===== src/rtl/reg_ctx_engine.sv =====
// Context save/restore sequencer driving the register-file read port 1 and write port.
// Optional running checksum of transferred words: define REG_CTX_CHECKSUM_EN.
module reg_ctx_engine #(
  parameter int DATA_W    = 16,
  parameter int FIRST_REG = 0,
  parameter int LAST_REG  = 15
) (
  input  logic              clk,
  input  logic              rst,
  input  logic              start_save,
  input  logic              start_restore,
  output logic              busy,
  output logic              done,
  output logic [3:0]        SrcReg,
  input  logic [DATA_W-1:0] SrcData,
  output logic [3:0]        DstReg,
  output logic [DATA_W-1:0] DstData,
  output logic              WriteReg,
  output logic              out_valid,
  input  logic              out_ready,
  output logic [DATA_W-1:0] out_data,
  output logic [3:0]        out_idx,
  input  logic              in_valid,
  output logic              in_ready,
  input  logic [DATA_W-1:0] in_data,
  output logic [DATA_W-1:0] checksum
);

  if (FIRST_REG < 0 || FIRST_REG > LAST_REG || LAST_REG > 15) begin : g_bad_range
    $error("reg_ctx_engine: need 0 <= FIRST_REG <= LAST_REG <= 15");
  end

  localparam logic [3:0] FIRST_IDX = 4'(FIRST_REG);
  localparam logic [3:0] LAST_IDX  = 4'(LAST_REG);

  typedef enum logic [2:0] {
    S_IDLE,
    S_SAVE_RD,
    S_SAVE_TX,
    S_RST_RX,
    S_RST_WR,
    S_DONE
  } state_t;

  state_t              state_q, state_d;
  logic [3:0]          idx_q, idx_d;
  logic [3:0]          src_reg_q;
  logic [3:0]          dst_reg_q, dst_reg_d;
  logic [DATA_W-1:0]   dst_data_q, dst_data_d;
  logic [DATA_W-1:0]   out_data_q, out_data_d;
  logic [3:0]          out_idx_q, out_idx_d;
  logic                busy_q, done_q, write_q, out_valid_q, in_ready_q;
  logic                out_hs, in_hs;

  assign out_hs = (state_q == S_SAVE_TX) && out_valid_q && out_ready;
  assign in_hs  = (state_q == S_RST_RX) && in_ready_q && in_valid;

  always_comb begin
    state_d    = state_q;
    idx_d      = idx_q;
    dst_reg_d  = dst_reg_q;
    dst_data_d = dst_data_q;
    out_data_d = out_data_q;
    out_idx_d  = out_idx_q;
    case (state_q)
      S_IDLE: begin
        if (start_save) begin
          state_d = S_SAVE_RD;
          idx_d   = FIRST_IDX;
        end else if (start_restore) begin
          state_d = S_RST_RX;
          idx_d   = FIRST_IDX;
        end
      end
      S_SAVE_RD: begin
        out_data_d = SrcData;
        out_idx_d  = idx_q;
        state_d    = S_SAVE_TX;
      end
      S_SAVE_TX: begin
        if (out_hs) begin
          if (idx_q == LAST_IDX) begin
            state_d = S_DONE;
          end else begin
            idx_d   = idx_q + 4'd1;
            state_d = S_SAVE_RD;
          end
        end
      end
      S_RST_RX: begin
        if (in_hs) begin
          dst_data_d = in_data;
          dst_reg_d  = idx_q;
          state_d    = S_RST_WR;
        end
      end
      S_RST_WR: begin
        if (idx_q == LAST_IDX) begin
          state_d = S_DONE;
        end else begin
          idx_d   = idx_q + 4'd1;
          state_d = S_RST_RX;
        end
      end
      S_DONE:  state_d = S_IDLE;
      default: state_d = S_IDLE;
    endcase
  end

  // Output flops decode the next state so every output is a clean register.
  always_ff @(posedge clk or negedge rst) begin
    if (!rst) begin
      state_q     <= S_IDLE;
      idx_q       <= FIRST_IDX;
      src_reg_q   <= FIRST_IDX;
      dst_reg_q   <= FIRST_IDX;
      dst_data_q  <= '0;
      out_data_q  <= '0;
      out_idx_q   <= '0;
      busy_q      <= 1'b0;
      done_q      <= 1'b0;
      write_q     <= 1'b0;
      out_valid_q <= 1'b0;
      in_ready_q  <= 1'b0;
    end else begin
      state_q     <= state_d;
      idx_q       <= idx_d;
      src_reg_q   <= idx_d;
      dst_reg_q   <= dst_reg_d;
      dst_data_q  <= dst_data_d;
      out_data_q  <= out_data_d;
      out_idx_q   <= out_idx_d;
      busy_q      <= (state_d != S_IDLE);
      done_q      <= (state_d == S_DONE);
      write_q     <= (state_d == S_RST_WR);
      out_valid_q <= (state_d == S_SAVE_TX);
      in_ready_q  <= (state_d == S_RST_RX);
    end
  end

`ifdef REG_CTX_CHECKSUM_EN
  logic [DATA_W-1:0] sum_q, sum_d;

  always_comb begin
    sum_d = sum_q;
    if (state_q == S_IDLE && (start_save || start_restore)) begin
      sum_d = '0;
    end else if (out_hs) begin
      sum_d = sum_q + out_data_q;
    end else if (in_hs) begin
      sum_d = sum_q + in_data;
    end
  end

  always_ff @(posedge clk or negedge rst) begin
    if (!rst) begin
      sum_q <= '0;
    end else begin
      sum_q <= sum_d;
    end
  end

  assign checksum = sum_q;
`else
  assign checksum = '0;
`endif

  assign busy      = busy_q;
  assign done      = done_q;
  assign SrcReg    = src_reg_q;
  assign DstReg    = dst_reg_q;
  assign DstData   = dst_data_q;
  assign WriteReg  = write_q;
  assign out_valid = out_valid_q;
  assign out_data  = out_data_q;
  assign out_idx   = out_idx_q;
  assign in_ready  = in_ready_q;

endmodule


===== config.mk =====
export PLATFORM = sky130hd
export DESIGN_NAME = reg_ctx_engine
export DESIGN_NICKNAME = d
export VERILOG_FILES = /design/src/rtl/reg_ctx_engine.sv
export SDC_FILE = /design/constraint.sdc
export NUM_CORES = 1
export LEC_CHECK = 0
export ABC_AREA = 0
export ABC_CLOCK_PERIOD_IN_PS = 2900
export BUFFER_PORTS_ARGS = -buffer_cell sky130_fd_sc_hd__buf_2
export CAP_MARGIN = 20
export CORE_MARGIN = 1
export CORE_UTILIZATION = 35
export CTS_CLUSTER_SIZE = 14
export DETAILED_ROUTE_END_ITERATION = 10
export SYNTH_ARGS = -nofsm -noshare
export SYNTH_HDL_FRONTEND = slang
export SYNTH_SLANG_ARGS = --single-unit

===== constraint.sdc =====
create_clock -name clk -period 2.9 [get_ports clk]
set_input_delay 0.145 -clock clk [delete_from_list [all_inputs] [get_ports clk]]
set_output_delay 0.145 -clock clk [all_outputs]
set_load 0.05 [all_outputs]

-- Word-level counts from Yosys, hierarchy flattened
Index checks and enable logic that the tools add are counted.
W data, S select, Z words.
- add/sub/neg operators: 1
- $mul: 0
- div/mod/pow operators: 0
- order comparisons: 0
- equality and inequality tests: 11
- shift-type cells: 0
- multiplexer cells: 12
- bitwise operators: 0
- reductions and logical operators: 9
- operators by type and width (operator ; count):
    $mux W3 ; 6
    $mux W4 ; 4
    $pmux W3 S5 ; 1
    $eq A3 B2 Y1 const B ; 4
    $pmux W4 S3 ; 1
    $eq A3 B3 Y1 const B ; 3
    $reduce_bool A3 Y1 ; 2
    $add A4 B1 Y4 const B ; 1
    $eq A4 B4 Y1 const B ; 1
    $logic_and A1 B1 Y1 ; 4
    $eq A3 B1 Y1 const B ; 1
    $logic_not A3 Y1 ; 1
    $ne A3 B3 Y1 const B ; 1
    $reduce_and A3 Y1 ; 1
    $ne A2 B2 Y1 const B ; 1
    $reduce_and A2 Y1 ; 1
- register bits after elaboration: 52
- bits in latches: 0
- bits in writable memories: 0
- memory bits (read-only): 0
- input bits: 38
- output and inout port bits: 65
- word-level logic and storage cells: 44
- memories kept: 0

-- Depth between registers and ports, before layout
Gate-level depths: netlist of the first run.
- word-level depth: 6
- depth in mapped cells: 5
- gate-level depth less buffers: 5

-- Worst setup path after synthesis of the first run
No wires, ideal clock.
- path type: register to register
- start: register, netlist name SrcReg[0]
- end: register src_reg_q[0] (netlist: SrcReg[0])
- library setup time: 127 ps
- arrival time: 1628 ps
- required time: 2773 ps
- setup slack: 1144 ps
- stages on the path, launching flop included: 6
- path buffers: 0
- period minus slack after synthesis: 1756 ps
- cell sequence: dfrtp_1 ha_1 and3_1 nor3_1 o21ai_1 mux2_1
- RTL lines (item ; RTL line ; RTL):
    end signal: assignment ; 128 ; src_reg_q <= idx_d;
    end: declaration ; 47 ; logic [3:0] src_reg_q;

-- Final worst setup path of the first run
- start: register state_q[2]
- end: register dst_reg_q[0] (netlist: DstReg[0])
- word-level cells in the longest chain between the ends: 4
- RTL lines (item ; RTL line ; RTL):
    start: declaration ; 45 ; state_t state_q, state_d;
    start signal: assignment ; 126 ; state_q <= state_d;
    $eq A3 B2 Y1 (*) ; 56, 65 ;
    $logic_and A1 B1 Y1 (2 in series) ; 56 ; assign in_hs = (state_q == S_RST_RX) && in_ready_q && in_valid;
    $reduce_and A2 Y1 (no line) (*) ; n/a ;
    end signal: assignment ; 129 ; dst_reg_q <= dst_reg_d;
    end: declaration ; 48 ; logic [3:0] dst_reg_q, dst_reg_d;
Every way passes the cells marked *; elsewhere a longest branch is shown, timed or not.
A chain may end at the register's enable or synchronous reset.

==> results of run 1 <==
-- path summary, 6_finish.rpt --
check	from	endpoint	cells after the start
max	state_q[2]	DstReg[0]	3
min	in_data[6]	DstData[6]	2
max reg2reg	state_q[2]	DstReg[0]	3
min reg2reg	DstReg[3]	DstReg[3]	1
max in group asynchronous	rst	DstReg[3]	3
min in group asynchronous	rst	DstData[15]	2
-- through the flow --
step	util, %	area [µm²]	power (µW)
global placement	43.9	2630	3060
global route	45.7	2740	3660
detailed placement	43.9	2630	3090
finish	45.7	2740	3460
CTS	45.7	2740	3520
floorplan	-	2250	2690
-- registers in the layout (all words and copies together), names as in the netlist --
signal and count:
DstData 16, done 1, out_data 16, WriteReg 1
out_idx 4, state_q 3, in_ready 1, DstReg 4
out_valid 1, SrcReg 4, busy 1
-- power groups by stage --
stage / clock network (µW) / registers (µW) / logic, µW
6_report: 405 / 1180 / 1870
5_1_grt: 455 / 1230 / 1980
4_1_cts: 430 / 1190 / 1900
3_5_place_dp: 0 / 1200 / 1890
3_3_place_gp: 0 / 1190 / 1870
2_1_floorplan: 0 / 2160 / 536
-- cell usage in the layout, fill, tap and decap left out, types with 3 or more instances in the layout --
cell type and instances:
sky130_fd_sc_hd__buf_2 86, sky130_fd_sc_hd__clkbuf_8 5, sky130_fd_sc_hd__conb_1 16, sky130_fd_sc_hd__dfrtp_1 52, sky130_fd_sc_hd__mux2_1 23, sky130_fd_sc_hd__mux2_2 18
sky130_fd_sc_hd__nand3_1 3, sky130_fd_sc_hd__nor2_1 6
-- cells by family after synthesis --
| logic type | Yosys count | synth area share (%) |
|---|---|---|
| AOI/OAI and AO/OA | 13 | 4.16 |
| adders and majority gates | 1 | 0.570 |
| buffers and inverters | 24 | 7.70 |
| DFF | 52 | 59.3 |
| muxes | 42 | 21.5 |
| other | 1 | 0.171 |
| and+or+nand+nor | 24 | 6.56 |
-- worst max-delay path, cell delays in order, from the launching register on --
cell and delay [ns]:
sky130_fd_sc_hd__dfrtp_1 0.53, sky130_fd_sc_hd__and3b_1 0.28, sky130_fd_sc_hd__and2b_1 0.70, sky130_fd_sc_hd__mux2_1 0.40
-- layout make-up --
| type | count | area, µm² | share of cell area [%] |
|---|---|---|---|
| clock buffers | 5 | 68.8 | 2.52 |
| clock inverters | 3 | 23.8 | 0.869 |
| inverters | 2 | 7.51 | 0.274 |
| multi-input cells | 96 | 785 | 28.7 |
| flip-flops and latches | 52 | 1300 | 47.6 |
| well taps | 75 | 93.8 | 3.43 |
| repair buffers | 89 | 455 | 16.7 |
-- per-layer routing --
| metal | vias up | track usage, % |
|---|---|---|
| met5 | - | 0 |
| met4 | 0 | 3.57 |
| met3 | 4 | 4.27 |
| met2 | 59 | 20.0 |
| met1 | 735 | 14.9 |
| li1 | 697 | - |
==> results.yml, run 1 <==
clock_network:
  cts-htree-levels: 2
  ctsResizeCount: 0
  ctsLongestPathBuffers: 2
  postCtsHoldBufs: 1
  post_cts_buffers: 0
  cts-buffers-inserted: 5
  clock_tree_from_tritoncts: "done"
  clkTransAtPathRegs_ns: 0.09
  clk-insertion-delay-late_ns: 0.30
  root_buffer: "sky130_fd_sc_hd__clkbuf_8"
  clock_sinks: 52
place:
  dp_slack_ns: 0.818
  place_hpwl_mm: 2.90
  numPlacedInstances: 313
  buffer_ports.inserted: 86
  gp_routability_congestion: 0.789
die:
  placement_rows: 28
  dieHeight_um: 81.2
  start_util_pct: 36.6
  fp.dieW_um: 81.2
  dieArea_um2: 6590
  pin_count: 103
  fp.coreArea_um2: 5990
critical_path:
  setup.worst_path.class: "reg2reg"
  worst-r2r-setup-slack_ns: 0.87
  critical_path.startpoint_type: "flop"
  critical_path_arrival_ns: 2.22
  worstSetupEndpointType: "flop"
  worstPathMaxFanout: 22
  required_worst_endpoint_ns: 3.08
yosys:
  ys.flop_type: "sky130_fd_sc_hd__dfrtp_1"
  share_of_synthesized_flip_flops_with_an_asynchronous_set_or_reset_pct: 100
  synthTopCellsByArea: "sky130_fd_sc_hd__dfrtp_1, sky130_fd_sc_hd__mux2_1, sky130_fd_sc_hd__mux2_2"
  synth_most_common_cell: "sky130_fd_sc_hd__dfrtp_1"
  synth_cell_area_um2: 2190
  synth_seq_cells: 52
  synth_top_cells_by_count: "sky130_fd_sc_hd__dfrtp_1, sky130_fd_sc_hd__mux2_1, sky130_fd_sc_hd__buf_4, sky130_fd_sc_hd__mux2_2, sky130_fd_sc_hd__nor2_1"
  synth_edf_count: 0
  synthDistinctLibCells: 36
  post_synth.cell_area_avg_um2: 14.0
  postSynthCellCount: 157
  count_of_yosys_warnings_during_synthesis: 0
  synth_top_cell_by_area: "sky130_fd_sc_hd__dfrtp_1"
  sequential_element_share_of_the_synthesized_area_pct: 59.3
  synthDominantCellAreaShare_pct: 59.3
cells_and_area:
  number_of_inserted_filler_cells_in_the_final_layout: 587
  final_cell_count_no_fill: 322
  area_growth_pct: 24.7
  drive_gt1_share_pct: 48.2
  insertedDiodeCount: 0
  nNetsFinal: 285
timing:
  clock-skew-final_ns: 0.00429
  hold_slack_ns: 0.0527
  final_ws_setup_ns: 0.868
  timing.slew.headroom_pct: 42.1
  setup_tns_ns: 0
  max_freq_ghz: 0.492
  hold_viol_final: 0
  worst-slew-pin-transition_ns: 0.869
  finalCritPeriodShare_pct: 70.1
  grt_setup_unrepaired: "no"
  finalMaxSlewViolations: 0
  timing.final.setup_violations: 0
  finalCriticalPeriod_ns: 2.03
pwr:
  power.switching_uw: 1760
  power.ir.vdd_worst_mv: 0.490
  power_frac_comb_pct: 54.1
  p_clk_share_pct: 11.7
  power-per-cell-area_nw_per_um2: 1260
  leakage_power_uw: 0.00141
  power.switching_fraction_pct: 50.8
  cellInternalPower_uw: 1700
  seq_power_share_pct: 34.2
grt:
  first_global_vias: 1295
  gr-total-overflow: 0
  grt_antenna_before_repair: 0
  grt_max_degree: 28
  wire_length_of_the_first_global_routing_pass_mm: 6.02
  grt_util_all_layers_pct: 12.1
drt:
  maxUsedRoutingLayer: "met4"
  detailedRoute.firstIterationViolations: 55
  routedLengthMet1_mm: 1.59
  routed-via-count: 1495
  drt-pass1-iter-count: 4
  met3_wirelength_um: 276
  route.final.wire_length_mm: 3.81
  drc_markers: 0
  drt.antenna.violating_nets: 0
  routed_via_density: 4.64
  met2_wirelength_mm: 1.92
  wl_per_cell_um: 11.8
flow_run:
  max_cap_viol_count: 0
worst_hold_path:
  min-delay-path-class: "in2reg"
run_status:
  outcome: "finished, final reports clean"
Note: power is estimated with default switching activity, not from simulation.
==> run 2: changes to the inputs <==
Settings changed: ABC_CLOCK_PERIOD_IN_PS 2900 to 2060.
Clock period 2.9 ns to 2.06 ns, I/O delays scaled along.
==> run 2 against run 1 <==
- hold slack got worse by 0.040 ns
- design area up 1.1%
- largest cell class unchanged
- utilization up 0.50 points
- wire length is 0.89% higher
- clock power increased by 64%
- via count down 1.8%
- fmax increased by 26%
- combinational power rose by 42%
- flip-flop and latch count stayed put
- clock skew rose by 0.0033 ns
==> results.yml, run 2 (synthesized netlist as in run 1, its figures left out) <==
run_status:
  outcome: "finished, final reports clean"
worst_hold_path:
  endpoint_with_the_worst_hold_slack: "DstData[14]"
  hold_path_depth: 2
  worstHoldStart: "in_data[14]"
  min-delay-path-class: "in2reg"
critical_path:
  timing.rr.end: "SrcReg[0]"
  setup.worst_path.class: "reg2reg"
  timing.critical_path.slowest_cell_delay_ns: 0.45
  crit_path_top_delay_cell: "sky130_fd_sc_hd__dfrtp_1"
  critical_path_arrival_ns: 1.80
  critical_path.startpoint_type: "flop"
  worstSetupEndpointType: "flop"
  worstRegToRegCells: 5
  worstPathMaxFanout: 6
  path_cells: "ha_1, and3_1, nor3_1, o21ai_1, mux2_1"
  rr_startpoint: "SrcReg[0]"
  worst-r2r-setup-slack_ns: 0.44
  required_worst_endpoint_ns: 2.25
drt:
  routed-via-count: 1468
  routed_via_density: 4.53
  drt-pass1-iter-count: 4
  detailedRoute.firstIterationViolations: 14
  drc_markers: 0
  wl_per_cell_um: 11.9
  drt.antenna.violating_nets: 0
  route.final.wire_length_mm: 3.85
cells_and_area:
  area_growth_pct: 26.1
  layout_common_cells: "sky130_fd_sc_hd__buf_2, sky130_fd_sc_hd__dfrtp_1, sky130_fd_sc_hd__mux2_1"
  insertedDiodeCount: 0
  nNetsFinal: 287
  number_of_inserted_filler_cells_in_the_final_layout: 583
  drive_gt1_share_pct: 48.2
  layout_commonest_cell: "sky130_fd_sc_hd__buf_2"
timing:
  max_freq_ghz: 0.618
  worst-slew-pin-transition_ns: 0.554
  finalCritPeriodShare_pct: 78.5
  clock-skew-final_ns: 0.00761
  finalMaxSlewViolations: 0
  timing.slew.headroom_pct: 63.1
  grt_setup_unrepaired: "no"
  setup_tns_ns: 0
  hold_viol_final: 0
  finalCriticalPeriod_ns: 1.62
  timing.final.setup_violations: 0
  final_ws_setup_ns: 0.443
die:
  dieArea_um2: 6590
  placement_rows: 28
  fp.coreArea_um2: 5990
  dieHeight_um: 81.2
  start_util_pct: 36.6
  fp.dieW_um: 81.2
  pin_count: 103
clock_network:
  ctsLongestPathBuffers: 2
  cts-buffers-inserted: 5
  clock_tree_from_tritoncts: "done"
  clk-insertion-delay-late_ns: 0.30
  ctsResizeCount: 0
  postCtsHoldBufs: 1
  post_cts_buffers: 0
  clock_sinks: 52
  cts-htree-levels: 2
  root_buffer: "sky130_fd_sc_hd__clkbuf_8"
  clkTransAtPathRegs_ns: 0.09
grt:
  first_global_vias: 1335
  gr-total-overflow: 0
  grt_util_all_layers_pct: 12.2
  wire_length_of_the_first_global_routing_pass_mm: 6.05
  grt_max_degree: 29
  grt_antenna_before_repair: 0
place:
  place_hpwl_mm: 2.82
  buffer_ports.inserted: 86
  dp_slack_ns: 0.453
  gp_routability_congestion: 0.870
flow_run:
  max_cap_viol_count: 0
pwr:
  power-per-cell-area_nw_per_um2: 1790
  leakage_power_uw: 0.00143
  report.power.total_uw: 4960
  power.ir.vdd_worst_mv: 0.705
run 2: cell count changes in the layout (fill, tap and decap cells not counted):
cell	before	now
sky130_fd_sc_hd__clkinv_4	1	0
sky130_fd_sc_hd__clkinvlp_4	2	0
sky130_fd_sc_hd__clkbuf_1	0	1
sky130_fd_sc_hd__clkinv_2	0	1
sky130_fd_sc_hd__bufinv_16	0	1
sky130_fd_sc_hd__buf_4	2	4
run 2: cell type report:
| class | instances | area [µm²] | share of cell area (%) |
|---|---|---|---|
| flip-flops and latches | 52 | 1300 | 47.1 |
| multi-input cells | 96 | 785 | 28.4 |
| repair buffers | 91 | 470 | 17.0 |
| well taps | 75 | 93.8 | 3.39 |
| clock buffers | 6 | 72.6 | 2.62 |
| clock inverters | 2 | 35.0 | 1.27 |
| inverters | 2 | 7.51 | 0.271 |
run 2: critical path, delay by kind of cell (launching register included):
family / cells / cell delay, ns
AOI/OAI and AO/OA: 1 / 0.11
adders and majority gates: 1 / 0.25
DFF: 1 / 0.45
muxes: 1 / 0.31
and+or+nand+nor: 2 / 0.39
run 2: metal layers:
layer | GRT usage [%] | share of wire [%]
met1 | 14.5 | 44
met5 | 0 | 0
met3 | 3.60 | 6.2
met4 | 5.00 | 1.4
met2 | 20.7 | 48
run 2: stage by stage:
stage / cells / hold WS [ns] / cell area, µm² / utilization (%)
after detailed placement: 315 / 0.129 / 2650 / 44.2
after global routing: 324 / 0.00274 / 2770 / 46.2
after CTS: 324 / 0.00328 / 2770 / 46.2
after global placement: 315 / 0.133 / 2650 / 44.2
final: 324 / 0.0125 / 2770 / 46.2
after floorplan: 172 / -0.193 / 2250 / -
run 2: worst max-delay path by stage:
| stage | from | to | slack [ns] | cells past startpoint |
|---|---|---|---|---|
| 2_1_floorplan | SrcReg[0] | SrcReg[0] | 0.30 | 5 |
| 3_3_place_gp | SrcReg[0] | SrcReg[0] | 0.50 | 5 |
| 3_5_place_dp | SrcReg[0] | SrcReg[0] | 0.45 | 5 |
| 4_1_cts | SrcReg[0] | SrcReg[0] | 0.43 | 5 |
| 5_1_grt | SrcReg[0] | SrcReg[0] | 0.36 | 5 |
| 6_report | SrcReg[0] | SrcReg[0] | 0.44 | 5 |
run 2: where the power goes:
group / internal [µW] / switching, µW / total [µW]
combinational: 723 / 1920 / 2650
sequential: 1430 / 215 / 1650
clock: 360 / 304 / 664
total: 2520 / 2440 / 4960
